===== config.mk =====
export PLATFORM = sky130hd
export DESIGN_NAME = fetch_unit
export DESIGN_NICKNAME = d
export VERILOG_FILES = /design/src/rtl/fetch_unit.sv
export SDC_FILE = /design/constraint.sdc
export NUM_CORES = 1
export LEC_CHECK = 0
export ABC_AREA = 1
export ABC_CLOCK_PERIOD_IN_PS = 2200
export CAP_MARGIN = 20
export CELL_PAD_IN_SITES_DETAIL_PLACEMENT = 1
export CELL_PAD_IN_SITES_GLOBAL_PLACEMENT = 2
export CORE_UTILIZATION = 32
export DETAILED_ROUTE_END_ITERATION = 12
export GPL_ROUTABILITY_DRIVEN = 0
export PLACE_DENSITY_LB_ADDON = 0.1
export SYNTH_ARGS = -nofsm -noshare
export SYNTH_HDL_FRONTEND = slang
export SYNTH_SLANG_ARGS = --single-unit

===== constraint.sdc =====
create_clock -name clk -period 2.2 [get_ports clk]
set_input_delay 0.66 -clock clk [delete_from_list [all_inputs] [get_ports clk]]
set_output_delay 0.66 -clock clk [all_outputs]
set_load 0.03 [all_outputs]

===== src/rtl/fetch_unit.sv =====
// Instruction-fetch stage: four-phase strobe generator, program counter,
// instruction register and circular return-address stack.
module fetch_unit #(
  parameter int PC_WIDTH     = 8,
  parameter int INST_WIDTH   = 8,
  parameter int RESET_VECTOR = 0,
  parameter int STACK_DEPTH  = 4
) (
  input  logic                  clk,
  input  logic                  rst_n,
  input  logic                  hold,
  input  logic [INST_WIDTH-1:0] prog_data,
  input  logic                  branch_en,
  input  logic                  call_en,
  input  logic                  ret_en,
  input  logic                  skip_en,
  input  logic [PC_WIDTH-1:0]   branch_target,
  output logic                  clk1,
  output logic                  clk2,
  output logic                  clk3,
  output logic                  clk4,
  output logic [PC_WIDTH-1:0]   prog_addr,
  output logic [INST_WIDTH-1:0] inst_reg,
  output logic                  inst_valid,
  output logic                  stack_ovf
);

  localparam int SPW = $clog2(STACK_DEPTH);
  localparam int CW  = $clog2(STACK_DEPTH + 1);
  localparam logic [PC_WIDTH-1:0] RV   = PC_WIDTH'(RESET_VECTOR);
  localparam logic [CW-1:0]       FULL = CW'(STACK_DEPTH);

  typedef enum logic [1:0] {Q1 = 2'd0, Q2 = 2'd1, Q3 = 2'd2, Q4 = 2'd3} phase_e;

  phase_e                phase_q, phase_d;
  logic [PC_WIDTH-1:0]   pc_q, pc_d;
  logic [INST_WIDTH-1:0] ir_q, ir_d;
  logic                  vld_q, vld_d;
  logic [SPW-1:0]        sp_q, sp_d;
  logic [CW-1:0]         cnt_q, cnt_d;
  logic                  ovf_q, ovf_d;
  logic [PC_WIDTH-1:0]   stack_q [STACK_DEPTH];
  logic [PC_WIDTH-1:0]   stack_d [STACK_DEPTH];

  logic [PC_WIDTH-1:0]   pc_inc;
  logic [SPW-1:0]        top;

  // sp points at the next free slot; the top of stack sits one below it.
  assign pc_inc = pc_q + PC_WIDTH'(1);
  assign top    = sp_q - SPW'(1);

  always_comb begin
    phase_d = phase_q;
    pc_d    = pc_q;
    ir_d    = ir_q;
    vld_d   = vld_q;
    sp_d    = sp_q;
    cnt_d   = cnt_q;
    ovf_d   = ovf_q;
    stack_d = stack_q;

    if (!hold) begin
      unique case (phase_q)
        Q1: phase_d = Q2;
        Q2: phase_d = Q3;
        Q3: phase_d = Q4;
        Q4: phase_d = Q1;
        default: phase_d = Q1;
      endcase

      if (phase_q == Q4) begin
        // Any redirect or skip flushes the prefetched instruction.
        ir_d  = '0;
        vld_d = 1'b0;
        if (ret_en) begin
          pc_d  = stack_q[top];
          sp_d  = top;
          cnt_d = (cnt_q == '0) ? '0 : cnt_q - CW'(1);
        end else if (call_en) begin
          stack_d[sp_q] = pc_q;
          sp_d          = sp_q + SPW'(1);
          pc_d          = branch_target;
          if (cnt_q == FULL) ovf_d = 1'b1;
          else               cnt_d = cnt_q + CW'(1);
        end else if (branch_en) begin
          pc_d = branch_target;
        end else if (skip_en) begin
          pc_d = pc_inc;
        end else begin
          pc_d  = pc_inc;
          ir_d  = prog_data;
          vld_d = 1'b1;
        end
      end
    end
  end

  always_ff @(posedge clk or negedge rst_n) begin
    if (!rst_n) begin
      phase_q <= Q1;
      pc_q    <= RV;
      ir_q    <= '0;
      vld_q   <= 1'b0;
      sp_q    <= '0;
      cnt_q   <= '0;
      ovf_q   <= 1'b0;
      for (int i = 0; i < STACK_DEPTH; i++) stack_q[i] <= '0;
    end else begin
      phase_q <= phase_d;
      pc_q    <= pc_d;
      ir_q    <= ir_d;
      vld_q   <= vld_d;
      sp_q    <= sp_d;
      cnt_q   <= cnt_d;
      ovf_q   <= ovf_d;
      stack_q <= stack_d;
    end
  end

  assign clk1       = (phase_q == Q1);
  assign clk2       = (phase_q == Q2);
  assign clk3       = (phase_q == Q3);
  assign clk4       = (phase_q == Q4);
  assign prog_addr  = pc_q;
  assign inst_reg   = ir_q;
  assign inst_valid = vld_q;
  assign stack_ovf  = ovf_q;

endmodule


==> Yosys cells after proc, flatten, opt, wreduce, memory -nomap -nowiden <==
Cells that the tools add are included.
{ "totals": {"register_bits": 57} }
{ "op_classes": {"muxes": 24, "reduce_logical": 9, "n_bitwise": 4, "n_eq_ne": 5, "add_sub_neg": 5, "order_cmp": 3} }
{ "ops": {"columns": ["operator", "count"], "rows": [
  ["two-way mux 8 bit", 10],
  ["bitwise mux 32 bit", 1],
  ["binary-select mux 8 bit (select 2 bit)", 1],
  ["demux 8 bit (select 2 bit)", 1],
  ["two-way mux 3 bit", 4],
  ["adder 8 x 1 -> 8 bit (second input constant)", 1],
  ["one-hot mux 2 bit (4 select lines)", 1],
  ["AND reduction 4 bit", 2],
  ["greater-or-equal comparator 3 bit (second input constant)", 2],
  ["NOT 2 -> 3 bit", 2],
  ["AND reduction 5 bit", 1],
  ["== test 2 bit (second input constant)", 2],
  ["two-way mux 1 bit", 4],
  ["two-way mux 2 bit", 2],
  ["adder 3 x 1 -> 3 bit (second input constant)", 1],
  ["== test 3 bit (second input constant)", 1],
  ["logical NOT 3 bit", 1],
  ["< comparator 3 x 1 -> 1 bit (second input constant)", 1],
  ["AND reduction 3 bit", 1],
  ["subtractor 3 x 1 -> 3 bit (second input constant)", 1],
  ["adder 2 x 1 -> 2 bit (second input constant)", 1],
  ["== test 2 x 1 -> 1 bit (second input constant)", 1],
  ["logical NOT 2 bit", 1],
  ["inequality test 2 bit (second input constant)", 1],
  ["5 further kinds", 6]
]} }

==> Logic depth before layout (Yosys ltp) <==
{ "depth": {"ltp_word": 6, "ltp_mapped": 10, "ltp_nobuf": 8} }

==> Least setup slack after synthesis <==
No wires, ideal clock.
{ "synth_timing": {"kind": "register to register", "startpoint": "reg sp_q[0]", "endpoint": "reg pc_q[0], in the netlist prog_addr[0]", "required_time_ps": 2135, "arrival_time_ps": 1774, "synth_period_minus_slack_ps": 1839, "path_stages_with_launch": 10, "path_slack_ps": 361, "setup_time_ps": 65, "n_path_buf": 3, "cell_sequence": "dfrtp_1 buf_4 clkinv_1 buf_2 ha_1 clkbuf_1 o21ai_0 o21ai_0 nand2_1 nand2_1"} }
{ "synth_between": {"elab_chain_len": 6} }
{ "synth_rtl": {"columns": ["element", "line", "source"], "rows": [
  ["from (decl)", "39", "logic [SPW-1:0] sp_q, sp_d;"],
  ["from (signal assigned)", "113", "sp_q <= sp_d;"],
  ["subtractor 2 x 1 -> 2 bit", "50", "assign top = sp_q - SPW'(1);"],
  ["named net top[0]", "46", "logic [SPW-1:0] top;"],
  ["NOT 2 -> 3 bit (not written as such)", "76", "pc_d = stack_q[top];"],
  ["binary-select mux 8 bit (select 2 bit)", "76", null],
  ["two-way mux 8 bit (not written as such) (2 in a row)", "76", null],
  ["two-way mux 8 bit", "75", "if (ret_en) begin"],
  ["to (signal assigned)", "110", "pc_q <= pc_d;"],
  ["to (decl)", "36", "logic [PC_WIDTH-1:0] pc_q, pc_d;"]
]} }
The timed path passes the listed nets, and every way through them passes these cells. The select of a mux whose other input is x is not followed.
A chain may end at the register's enable or synchronous reset.

==> Final worst setup path <==
{ "layout_timing": {"startpoint": "reg pc_q[5], in the netlist prog_addr[5]", "endpoint": "out prog_addr[5]"} }
{ "layout_lines": {"columns": ["element", "line", "source"], "rows": [
  ["to (decl)", "22", "output logic [PC_WIDTH-1:0] prog_addr,"]
]} }
No word-level cell between the ends.

==> metrics.md <==
| Metric | Value |
|---|---|
| Cell variety after synth | `27` |
| Number of placement rows | `34` |
| Clock latency on the worst-skew pair | `0.33 ns` |
| I/O Pins | `45` |
| Hold violation count in the final report | `0` |
| Final Slew Violations | `0` |
| Antenna-violating nets left | `0` |
| # clock sinks | `57` |
| Largest stage delay on the critical path | `0.71 ns` |
| LEAKAGE | `1.83 nW` |
| Post-Synthesis Cell Area | `2970 um^2` |
| Detailed Route Iter0 Violations | `86` |
| Launching element type of the critical path | `flop` |
| Number of global-route vias before repair | `2633` |
| Initial cell density of the core | `33.6%` |
| Fmax achieved | `0.473 GHz` |
| Number of antenna repair diodes | `0` |
| Number of standard cells after synthesis | `367` |
| Std-Cell Core Area | `8850 um^2` |
| Vias | `2548` |
| Number of antenna violations at the first check in global routing | `0` |
| Maximum buffer depth of the clock tree | `2` |
| H-tree depth | `3` |
| Ordered list of cells on the worst path | `clkdlybuf4s50_1` |
| Tot GR Track Use | `18.1%` |
| Critical Path Slowest Stage Cell | `sky130_fd_sc_hd__clkdlybuf4s50_1` |
| CP Max Fanout | `5` |
| Chip width | `98.3 um` |
| Post-CTS Hold Fix Bufs | `0` |
| Setup slack, reg-to-reg | `0.59 ns` |
| First drt pass iteration count | `4` |
| Min-delay worst type | `input pin to asynchronous set/reset pin` |
| Highest-count cells in the layout ignoring fill and taps | `sky130_fd_sc_hd__nand2_1, sky130_fd_sc_hd__dfrtp_1, sky130_fd_sc_hd__clkdlybuf4s50_1` |
| Maximum VDD drop | `0.000467 V` |
| Total Wirelength | `7880 um` |
| Power density over the cells | `1280 nW/um^2` |
| Clock Skews | `0.00418 ns` |
| Per-cell via count in the routed design | `4.77` |
| Total of warnings raised by yosys | `0` |
| Sum of overflow across all layers after global routing | `0` |
| Buffers added on ports | `44` |
| Setup TNS after final layout | `0 ns` |
| Area overhead of the layout relative to synthesis | `26.4%` |
| Max-capacitance violation count | `0` |
| Ratio of cells with drive above 1 in the final layout | `10.8%` |
| Number of nets in the synthesized netlist | `402` |
| Most common cell after layout, fill and taps aside | `sky130_fd_sc_hd__nand2_1` |
| Die area | `9670 um^2` |
| Number of endpoints failing setup at the final stage | `0` |
| FF+latch count, synth | `57` |
| Critical path buffers and inverters | `1` |
| Cell chosen for the clock root | `sky130_fd_sc_hd__clkbuf_8` |
| Post-layout minimum cycle time | `2.12 ns` |
| Global-route wire length before repair | `13500 um` |
| Number of nets in the final layout | `457` |
| DR WL/cell | `14.8 um` |
| Average cell area after synthesis | `8.09 um^2` |
| Die boundary height | `98.3 um` |
| Placed wire-length estimate | `5600 um` |
| Category of cells accounting for the largest share of critical-path delay | `buffers and inverters` |
| Buffers inserted by post-CTS timing repair | `0` |
| Flip-flop count of the largest register after layout | `32` |
| Clock slew at reported path FFs | `0.07 ns` |
| RSZ-0062 raised after global routing | `no` |
| Worst setup margin | `0.0838 ns` |
| Crit path required time | `1.54 ns` |
| Transition at the pin with the smallest max-transition slack | `0.446 ns` |
| Count of unresolved DRC violations after routing | `0` |
| Crit share post-route | `96.2%` |
| Critical path data arrival time | `1.46 ns` |
| Crit end category | `output pin` |
| Slew HR | `70.2%` |
| Run status | `completed` |
| Setup slack at placement | `-0.0307 ns` |
| Clock tree from TritonCTS | `built` |
| Sequential fraction of the synthesis area | `48.0%` |
| Number of CTS-inserted buffers | `9` |
| Pin count of the biggest net entering global routing | `58` |
| Critical path class | `flop to output pin` |
==> cell families after synthesis <==
| family | share of synthesized area, % |
|---|---|
| simple gates | 26.4 |
| flops | 48.0 |
| xor+xnor | 0.590 |
| fa+ha+maj | 5.05 |
| buf+inv | 6.95 |
| compound gates | 13.0 |
==> what timing repair did <==
| action | in CTS | in global routing |
|---|---|---|
| gates resized for setup | 7 | 1 |
| setup endpoints to repair | 7 | 1 |
| pin swaps | 0 | 0 |
==> per-layer routing <==
metal,global-route usage (%),vias up,part of all wire (%)
met5,0,-,0
li1,-,1287,-
met2,27.2,43,43
met4,6.77,0,1.8
met3,3.65,12,3.3
met1,25.6,1206,52
==> cell type report <==
class / count / area [um^2]
fill: 1086 / 5090
sequential: 57 / 1430
multi-input combinational: 265 / 1340
timing repair buffer: 54 / 529
clock buffer: 12 / 155
tap: 108 / 135
inverter: 35 / 131
clock inverter: 3 / 40.0
==> stage by stage <==
step	util, %	hold WS [ns]	cells	total power [mW]	cell area, um^2
after floorplan	-	0.364	367	3.06	2970
after global placement	40.3	0.452	519	3.87	3570
after detailed placement	40.3	0.454	519	3.90	3570
after CTS	42.4	0.323	534	4.87	3750
after global routing	42.4	0.340	534	5.24	3750
final	42.4	0.310	534	4.80	3750
==> synth_stat cells <==
| cell type | n | area [um^2] |
|---|---|---|
| sky130_fd_sc_hd__inv_2 | 2 | 7.51 |
| sky130_fd_sc_hd__o21a_1 | 2 | 15.0 |
| sky130_fd_sc_hd__nand2_2 | 2 | 12.5 |
| sky130_fd_sc_hd__a21o_2 | 1 | 8.76 |
| sky130_fd_sc_hd__nand2_1 | 115 | 432 |
| sky130_fd_sc_hd__xor2_1 | 2 | 17.5 |
| sky130_fd_sc_hd__clkbuf_1 | 2 | 7.51 |
| sky130_fd_sc_hd__nand3_1 | 26 | 130 |
| sky130_fd_sc_hd__o211ai_1 | 1 | 7.51 |
| sky130_fd_sc_hd__o21ai_2 | 7 | 61.3 |
| sky130_fd_sc_hd__nor2_1 | 28 | 105 |
| sky130_fd_sc_hd__o21ai_1 | 26 | 130 |
| sky130_fd_sc_hd__buf_2 | 3 | 15.0 |
| sky130_fd_sc_hd__or2_2 | 1 | 6.26 |
| sky130_fd_sc_hd__nand4_1 | 1 | 6.26 |
| sky130_fd_sc_hd__ha_1 | 12 | 150 |
| sky130_fd_sc_hd__buf_6 | 4 | 45.0 |
| sky130_fd_sc_hd__nor2_2 | 1 | 6.26 |
| sky130_fd_sc_hd__dfrtp_1 | 57 | 1430 |
| sky130_fd_sc_hd__nand2_4 | 4 | 45.0 |
| sky130_fd_sc_hd__inv_1 | 32 | 120 |
| sky130_fd_sc_hd__nand3b_1 | 1 | 7.51 |
| sky130_fd_sc_hd__o21ai_0 | 31 | 155 |
| sky130_fd_sc_hd__a22oi_1 | 1 | 7.51 |
| sky130_fd_sc_hd__clkinv_1 | 1 | 3.75 |
| sky130_fd_sc_hd__nor2_4 | 3 | 33.8 |
| sky130_fd_sc_hd__buf_4 | 1 | 7.51 |
==> worst paths after layout <==
kind / to / depth (start not counted) / start
hold / removal: stack_q[1]$_DFFE_PN0P_ / 2 / rst_n
hold reg to reg: stack_ovf$_DFFE_PN0P_ / 1 / stack_ovf$_DFFE_PN0P_
max in group asynchronous: inst_reg[3]$_DFFE_PN0P_ / 2 / rst_n
setup reg to reg: stack_q[26]$_DFFE_PN0P_ / 8 / phase_q[0]$_DFFE_PN0N_
setup / recovery: prog_addr[5] / 1 / prog_addr[5]$_DFFE_PN0P_
min in group clk: stack_ovf$_DFFE_PN0P_ / 1 / stack_ovf$_DFFE_PN0P_
==> worst reg2reg max path, cell delays in order (launching register included) <==
cell	delay (ns)
sky130_fd_sc_hd__dfrtp_1	0.38
sky130_fd_sc_hd__ha_1	0.21
sky130_fd_sc_hd__inv_1	0.06
sky130_fd_sc_hd__nor2_2	0.09
sky130_fd_sc_hd__nand2_2	0.11
sky130_fd_sc_hd__nor2_4	0.27
sky130_fd_sc_hd__nand2_4	0.21
sky130_fd_sc_hd__nand2_1	0.11
sky130_fd_sc_hd__o21ai_1	0.06
==> power breakdown <==
part           total [mW]  internal [mW]  switching [mW]
registers            1.65           1.39           0.258
logic                2.16          0.778            1.38
clock network       0.992          0.575           0.417
total                4.80           2.75            2.06
Power figures use the tool's default switching activity.
